File: src/rtl/mux5_arbiter_if.sv
// Request/data/select bundle between the five channel sources,
// the arbiter, and the LEDR consumer.
interface mux5_arbiter_if;
    logic [4:0]  req;
    logic [14:0] data_in;
    logic        out_ready;
    logic [2:0]  sel;
    logic [4:0]  grant;
    logic [2:0]  out_data;
    logic        out_valid;
    logic        busy;

    modport master (
        output req,
        output data_in,
        output out_ready,
        input  sel,
        input  grant,
        input  out_data,
        input  out_valid,
        input  busy
    );

    modport slave (
        input  req,
        input  data_in,
        input  out_ready,
        output sel,
        output grant,
        output out_data,
        output out_valid,
        output busy
    );
endinterface

File: src/rtl/mux5_arbiter.sv
// Round-robin arbiter/sequencer for the five-channel 3-bit switch mux.
// Define MUX5_ARB_PRIORITY_EN to give channel 4 absolute priority in IDLE.
module mux5_arbiter #(
    parameter int HOLD_CYCLES = 4
) (
    input  logic          CLOCK_50,
    input  logic          KEY0,
    mux5_arbiter_if.slave bus
);

    typedef enum logic [1:0] {
        IDLE  = 2'd0,
        GRANT = 2'd1,
        HOLD  = 2'd2
    } state_t;

    localparam logic [7:0] HOLD_M1 = 8'(HOLD_CYCLES - 1);

    state_t     state_q, state_d;
    logic [2:0] sel_q, sel_d;
    logic [4:0] grant_q, grant_d;
    logic       out_valid_q, out_valid_d;
    logic       busy_q, busy_d;
    logic [2:0] last_q, last_d;
    logic [7:0] cnt_q, cnt_d;

    logic       rr_vld;
    logic [2:0] rr_idx;
    logic [2:0] rr_c;
    logic [2:0] pick;
    logic       req_sel;
    logic [2:0] out_data_w;

    function automatic logic [2:0] nxt_ch(input logic [2:0] c);
        return (c == 3'd4) ? 3'd0 : c + 3'd1;
    endfunction

    function automatic logic [4:0] onehot(input logic [2:0] c);
        logic [4:0] r;
        r = 5'b0;
        unique case (c)
            3'd0:    r = 5'b00001;
            3'd1:    r = 5'b00010;
            3'd2:    r = 5'b00100;
            3'd3:    r = 5'b01000;
            3'd4:    r = 5'b10000;
            default: r = 5'b00000;
        endcase
        return r;
    endfunction

    // Search begins one past the last completed channel, wrapping 4->0.
    always_comb begin
        rr_vld = 1'b0;
        rr_idx = 3'd0;
        rr_c   = last_q;
        for (int k = 0; k < 5; k++) begin
            rr_c = nxt_ch(rr_c);
            if (!rr_vld && bus.req[rr_c]) begin
                rr_vld = 1'b1;
                rr_idx = rr_c;
            end
        end
    end

    always_comb begin
        pick = rr_idx;
`ifdef MUX5_ARB_PRIORITY_EN
        if (bus.req[4]) begin
            pick = 3'd4;
        end
`endif
    end

    // grant_q is one-hot on sel_q while in GRANT, so this is req[sel].
    assign req_sel = |(bus.req & grant_q);

    always_comb begin
        state_d     = state_q;
        sel_d       = sel_q;
        grant_d     = grant_q;
        out_valid_d = out_valid_q;
        busy_d      = busy_q;
        last_d      = last_q;
        cnt_d       = cnt_q;
        unique case (state_q)
            IDLE: begin
                if (rr_vld) begin
                    state_d     = GRANT;
                    sel_d       = pick;
                    grant_d     = onehot(pick);
                    out_valid_d = 1'b1;
                    busy_d      = 1'b1;
                end
            end
            GRANT: begin
                if (out_valid_q && bus.out_ready) begin
                    state_d     = HOLD;
                    last_d      = sel_q;
                    cnt_d       = HOLD_M1;
                    out_valid_d = 1'b0;
                end else if (!req_sel) begin
                    state_d     = IDLE;
                    grant_d     = 5'b0;
                    out_valid_d = 1'b0;
                    busy_d      = 1'b0;
                end
            end
            HOLD: begin
                if (cnt_q == 8'd0) begin
                    state_d = IDLE;
                    grant_d = 5'b0;
                    busy_d  = 1'b0;
                end else begin
                    cnt_d = cnt_q - 8'd1;
                end
            end
            default: begin
                state_d     = IDLE;
                grant_d     = 5'b0;
                out_valid_d = 1'b0;
                busy_d      = 1'b0;
            end
        endcase
    end

    always_ff @(posedge CLOCK_50 or negedge KEY0) begin
        if (!KEY0) begin
            state_q     <= IDLE;
            sel_q       <= 3'd0;
            grant_q     <= 5'b0;
            out_valid_q <= 1'b0;
            busy_q      <= 1'b0;
            last_q      <= 3'd4;
            cnt_q       <= 8'd0;
        end else begin
            state_q     <= state_d;
            sel_q       <= sel_d;
            grant_q     <= grant_d;
            out_valid_q <= out_valid_d;
            busy_q      <= busy_d;
            last_q      <= last_d;
            cnt_q       <= cnt_d;
        end
    end

    always_comb begin
        out_data_w = 3'd0;
        unique case (sel_q)
            3'd0:    out_data_w = bus.data_in[2:0];
            3'd1:    out_data_w = bus.data_in[5:3];
            3'd2:    out_data_w = bus.data_in[8:6];
            3'd3:    out_data_w = bus.data_in[11:9];
            3'd4:    out_data_w = bus.data_in[14:12];
            default: out_data_w = 3'd0;
        endcase
    end

    assign bus.sel       = sel_q;
    assign bus.grant     = grant_q;
    assign bus.out_valid = out_valid_q;
    assign bus.busy      = busy_q;
    assign bus.out_data  = out_data_w;

endmodule
File: src/flat_wrapper.sv
// flat-port wrapper written by rule: the top's interface ports become plain ports
module mux5_arbiter_flat 
#(
    parameter int HOLD_CYCLES = 4
)
  (CLOCK_50, KEY0, bus_req, bus_data_in, bus_out_ready, bus_sel, bus_grant, bus_out_data, bus_out_valid, bus_busy);
  mux5_arbiter_if bus_i ();
  input  logic CLOCK_50;
  input  logic KEY0;
  input wire logic [$bits(bus_i.req)-1:0] bus_req;
  input wire logic [$bits(bus_i.data_in)-1:0] bus_data_in;
  input wire logic [$bits(bus_i.out_ready)-1:0] bus_out_ready;
  output wire logic [$bits(bus_i.sel)-1:0] bus_sel;
  output wire logic [$bits(bus_i.grant)-1:0] bus_grant;
  output wire logic [$bits(bus_i.out_data)-1:0] bus_out_data;
  output wire logic [$bits(bus_i.out_valid)-1:0] bus_out_valid;
  output wire logic [$bits(bus_i.busy)-1:0] bus_busy;
  assign bus_i.req = bus_req;
  assign bus_i.data_in = bus_data_in;
  assign bus_i.out_ready = bus_out_ready;
  assign bus_sel = bus_i.sel;
  assign bus_grant = bus_i.grant;
  assign bus_out_data = bus_i.out_data;
  assign bus_out_valid = bus_i.out_valid;
  assign bus_busy = bus_i.busy;
  mux5_arbiter #(.HOLD_CYCLES(HOLD_CYCLES)) u_core (.CLOCK_50(CLOCK_50), .KEY0(KEY0), .bus(bus_i));
endmodule
File: config.mk
export PLATFORM = sky130hd
export DESIGN_NAME = mux5_arbiter_flat
export DESIGN_NICKNAME = d
export VERILOG_FILES = /design/src/rtl/mux5_arbiter_if.sv /design/src/rtl/mux5_arbiter.sv /design/src/flat_wrapper.sv
export SDC_FILE = /design/constraint.sdc
export NUM_CORES = 1
export LEC_CHECK = 0
export ABC_AREA = 1
export CAP_MARGIN = 30
export CORE_MARGIN = 2
export CORE_UTILIZATION = 50
export CTS_CLUSTER_DIAMETER = 60
export CTS_CLUSTER_SIZE = 14
export DETAILED_ROUTE_END_ITERATION = 8
export PLACE_DENSITY = 0.79
export SYNTH_ARGS = -nofsm -noshare
export SYNTH_HDL_FRONTEND = slang
export SYNTH_SLANG_ARGS = --single-unit
export TNS_END_PERCENT = 50
File: constraint.sdc
create_clock -name CLOCK_50 -period 7.79 [get_ports CLOCK_50]
set_input_delay 1.558 -clock CLOCK_50 [delete_from_list [all_inputs] [get_ports CLOCK_50]]
set_output_delay 1.558 -clock CLOCK_50 [all_outputs]
set_load 0.02 [all_outputs]
After elaboration in Yosys (flattened, before gate mapping)
Cells that the tools add are included.

Output and inout port bits: 13. Word-level logic and storage cells: 110. Flip-flop bits (word level): 23. Input bits: 23.

Reduce and logical (&&, ||, !) cells: 21. Equality and inequality tests: 22. Magnitude comparators: 5. Muxes and demuxes: 47. Add/subtract/negate cells: 6. Bitwise operators: 2.

Operator list (count): 3-bit two-way mux (10); 5-bit case mux with 5 select lines (1); 3-bit == test (second input constant) (7); 3-bit by 4-bit less-than comparator with 1-bit output (second input constant) (5); 5-bit two-way mux (4); 8-bit two-way mux (2); 8-bit case mux with 2 select lines (1); 3-bit by 1-bit adder with 3-bit output (second input constant) (5); 1-bit binary-select mux with 3-bit select (5); 1-bit two-way mux (15); 3-bit case mux with 5 select lines (1); 5-bit case mux with 3 select lines (1); 3-bit by 2-bit == test with 1-bit output (second input constant) (4); 3-bit AND reduction (3); 8-bit zero test (1); 2-bit two-way mux (4); 8-bit by 1-bit subtractor with 8-bit output (second input constant) (1); 3-bit by 1-bit == test with 1-bit output (second input constant) (2); 3-bit zero test (2); 2-bit by 1-bit inequality test with 1-bit output (second input constant) (3); 2-bit inequality test (second input constant) (3); 1-bit case mux with 3 select lines (2); 2-bit case mux with 3 select lines (1); 5-bit bitwise AND (1); other kinds (11) (19).

Logic depth before layout (Yosys ltp)
Depth after elaboration: 21. Mapped depth: 21. Depth with buffers taken out: 21.

Worst setup path before layout
No wires, ideal clock.

Kind: input-to-output. From: input port bus_data_in[2]. To: output port bus_out_data[2]. Path buffers: 0. Slack: 4095 ps. Data arrival time: 2137 ps. Stages: 3. Cell sequence: a22o_1 > a221oi_1 > nand2_1.

Longest elaborated chain between the ends: 1.

RTL lines: start, declared (RTL line flat_wrapper.sv:11) `input wire logic [$bits(bus_i.data_in)-1:0] bus_data_in;`; 3-bit case mux with 5 select lines (RTL line mux5_arbiter.sv:149) `unique case (sel_q)`; end, declared (RTL line flat_wrapper.sv:15) `output wire logic [$bits(bus_i.out_data)-1:0] bus_out_data;`.

Every way passes these cells.

Worst setup path after layout
Ends and elaborated chain as after synthesis.

==> out/summary.txt <==
clock-pin slew on the worst setup and hold paths: 0.08 ns
Worst-Margin Slew: 0.664 ns
Register Area: 577 um^2
H-tree depth: 1
Cell Rows: 23
Syn Nets: 345
first-pass GRT wire length: 7.90 mm
Tot GR Track Use: 0.220
period utilisation layout: 0.584
Worst Path Max Fanout: 1
clk sinks: 23
Post CTS Setup Buffer Count: 0
antenna violations before repair: 0
multi-input logic area: 1270 um^2
flops & latches, synth: 23
residual antenna-violating net count after detailed routing: 0
hold-fix buffer count after cts: 0
number of synthesized flops with an enable pin: 0
outcome: finished clean
commonest non-fill, non-tap cell in the layout: nand2_1
die area: 4640 um^2
fin nets: 386
Synth Flop Type: dfrtp_1
Critical Path AT: 2.99 ns
largest net degree at the start of global routing: 15
GP Congestion: 0.865
Fmax: 0.220 GHz
Bufs on Longest Clock Path: 2
CTS Buf Count: 3
CP Launch Type: input port
Top Ports: 36
fraction of layout instances using a drive strength above 1: 0.111
Tmin final: 4.55 ns
ys async rst share: 1.00
Worst EP required: 6.23 ns
Critical Path End Type: output pin
most frequent cells in the layout: 79 x nand2_1, 53 x inv_1, 36 x nand3_1
Avg Inst Size Synth: 6.58 um^2
yosys warns: 0
Port Buffers: 35
Die X: 68.1 um
PostCTS Resize Cnt: 0
Layout area overhead: 23.1%
drt drc: 0
unrepaired setup endpoints after global routing: no
skew final: 0.00164 ns
FILL cells: 375
First DRT Iteration DRCs: 136
DR vias/cell: 5.21
# Max-Cap Violations: 0
drt first pass iters: 4
register area share after synthesis: 0.281
Worst-Skew Late Latency: 0.26 ns
Routed WL: 4.77 mm
Crit Path Class: input port to output pin
Die Ht: 68.1 um
CORE AREA: 3970 um^2
Starting Density: 0.517
post-layout util: 0.637
post-DR wirelength/cell: 11.9 um
worst min path class: register to register
post-DP HPWL: 3.98 mm
vias in the first global route: 1848
CTS tree: done
Root Buffer: clkbuf_8
Synth cell types: 29
synthesized area: 2050 um^2
diode count: 0
via count: 2095
Slew headroom: 0.553
final hold vios: 0
# setup viols final: 0
setup TNS: 0 ns
gate count of the mapped netlist: 312
grt total ovfl: 0
fin. max-slew vios: 0
## cell families (layout without fill, tap and decap cells)
| family | count (synthesis) | after routing | share of synthesized area |
|---|---|---|---|
| buffers and inverters | 55 | 95 | 0.100 |
| AO/OA/AOI/OAI | 42 | 42 | 0.125 |
| AND/OR/NAND/NOR | 182 | 182 | 0.433 |
| adder cells (fa/ha/maj) | 10 | 10 | 0.0609 |
| flip-flops | 23 | 23 | 0.281 |
## Yosys cell counts, types with 3 or more instances
master | instances | area, um^2
nand2_1 | 79 | 297
inv_1 | 53 | 199
nand3_1 | 36 | 180
dfrtp_1 | 22 | 551
nor2_1 | 22 | 82.6
o21ai_0 | 15 | 75.1
ha_1 | 10 | 125
nor3_1 | 10 | 50.1
nand2_2 | 9 | 56.3
a21oi_1 | 7 | 35.0
nand3_2 | 6 | 60.1
nand4_1 | 5 | 31.3
o21ai_1 | 5 | 25.0
o21ai_2 | 5 | 43.8
nand2_4 | 4 | 45.0
a221oi_1 | 3 | 26.3
## layout make-up
| type | instances | area share |
|---|---|---|
| Inverter | 55 | 0.0816 |
| Clock inverter | 1 | 0.00198 |
| Sequential cell | 23 | 0.228 |
| Multi-Input combinational cell | 234 | 0.503 |
| Tap cell | 50 | 0.0247 |
| Clock buffer | 3 | 0.0163 |
| Timing Repair Buffer | 36 | 0.144 |
## critical path, stage by stage
cell and delay [ns]:
clkdlybuf4s50_1 0.40, a22o_1 0.22, a221oi_1 0.20, nand2_1 0.07
clkdlybuf4s50_1 0.54
## registers in the layout, summed over array words and instances (netlist names)
name                  cells
u_core.cnt_q              8
u_core.bus.grant          5
u_core.bus.sel            3
u_core.last_q             3
u_core.state_q            2
u_core.bus.busy           1
u_core.bus.out_valid      1
## through the flow
step | instances | hold WS (ns) | instance area (um^2) | setup slack, ns
3_5_place_dp | 398 | 0.462 | 2480 | 3.24
3_3_place_gp | 397 | 0.464 | 2470 | 3.25
5_1_grt | 402 | 0.530 | 2530 | 3.18
6_report | 402 | 0.482 | 2530 | 3.24
4_1_cts | 402 | 0.486 | 2530 | 3.24
2_1_floorplan | 312 | 0.467 | 2050 | 4.09
## final timing paths
| path | from | to | slack, ns | cells past startpoint |
|---|---|---|---|---|
| worst min-delay path | u_core.bus.busy | u_core.bus.busy | 0.48 | 2 |
| worst max-delay path | bus_data_in[2] | bus_out_data[2] | 3.24 | 5 |
| min in group asynchronous | KEY0 | u_core.cnt_q[6] | 1.62 | 1 |
| worst min register to register | u_core.bus.busy | u_core.bus.busy | 0.48 | 2 |
| worst max register to register | u_core.last_q[0] | u_core.bus.grant[3] | 4.46 | 20 |
| max in group asynchronous | KEY0 | u_core.bus.grant[2] | 5.71 | 2 |
## routing by layer
| layer | vias up | part of all wire | global-route usage |
|---|---|---|---|
| li1 | 1097 | - | - |
| met3 | 4 | 0.032 | 0.0230 |
| met2 | 28 | 0.47 | 0.367 |
| met1 | 966 | 0.49 | 0.309 |
| met5 | - | 0 | 0 |
| met4 | 0 | 0.0067 | 0.0475 |
Power is not shown: default switching activity piles up to over one toggle a cycle in this logic, so the estimate is an artifact.
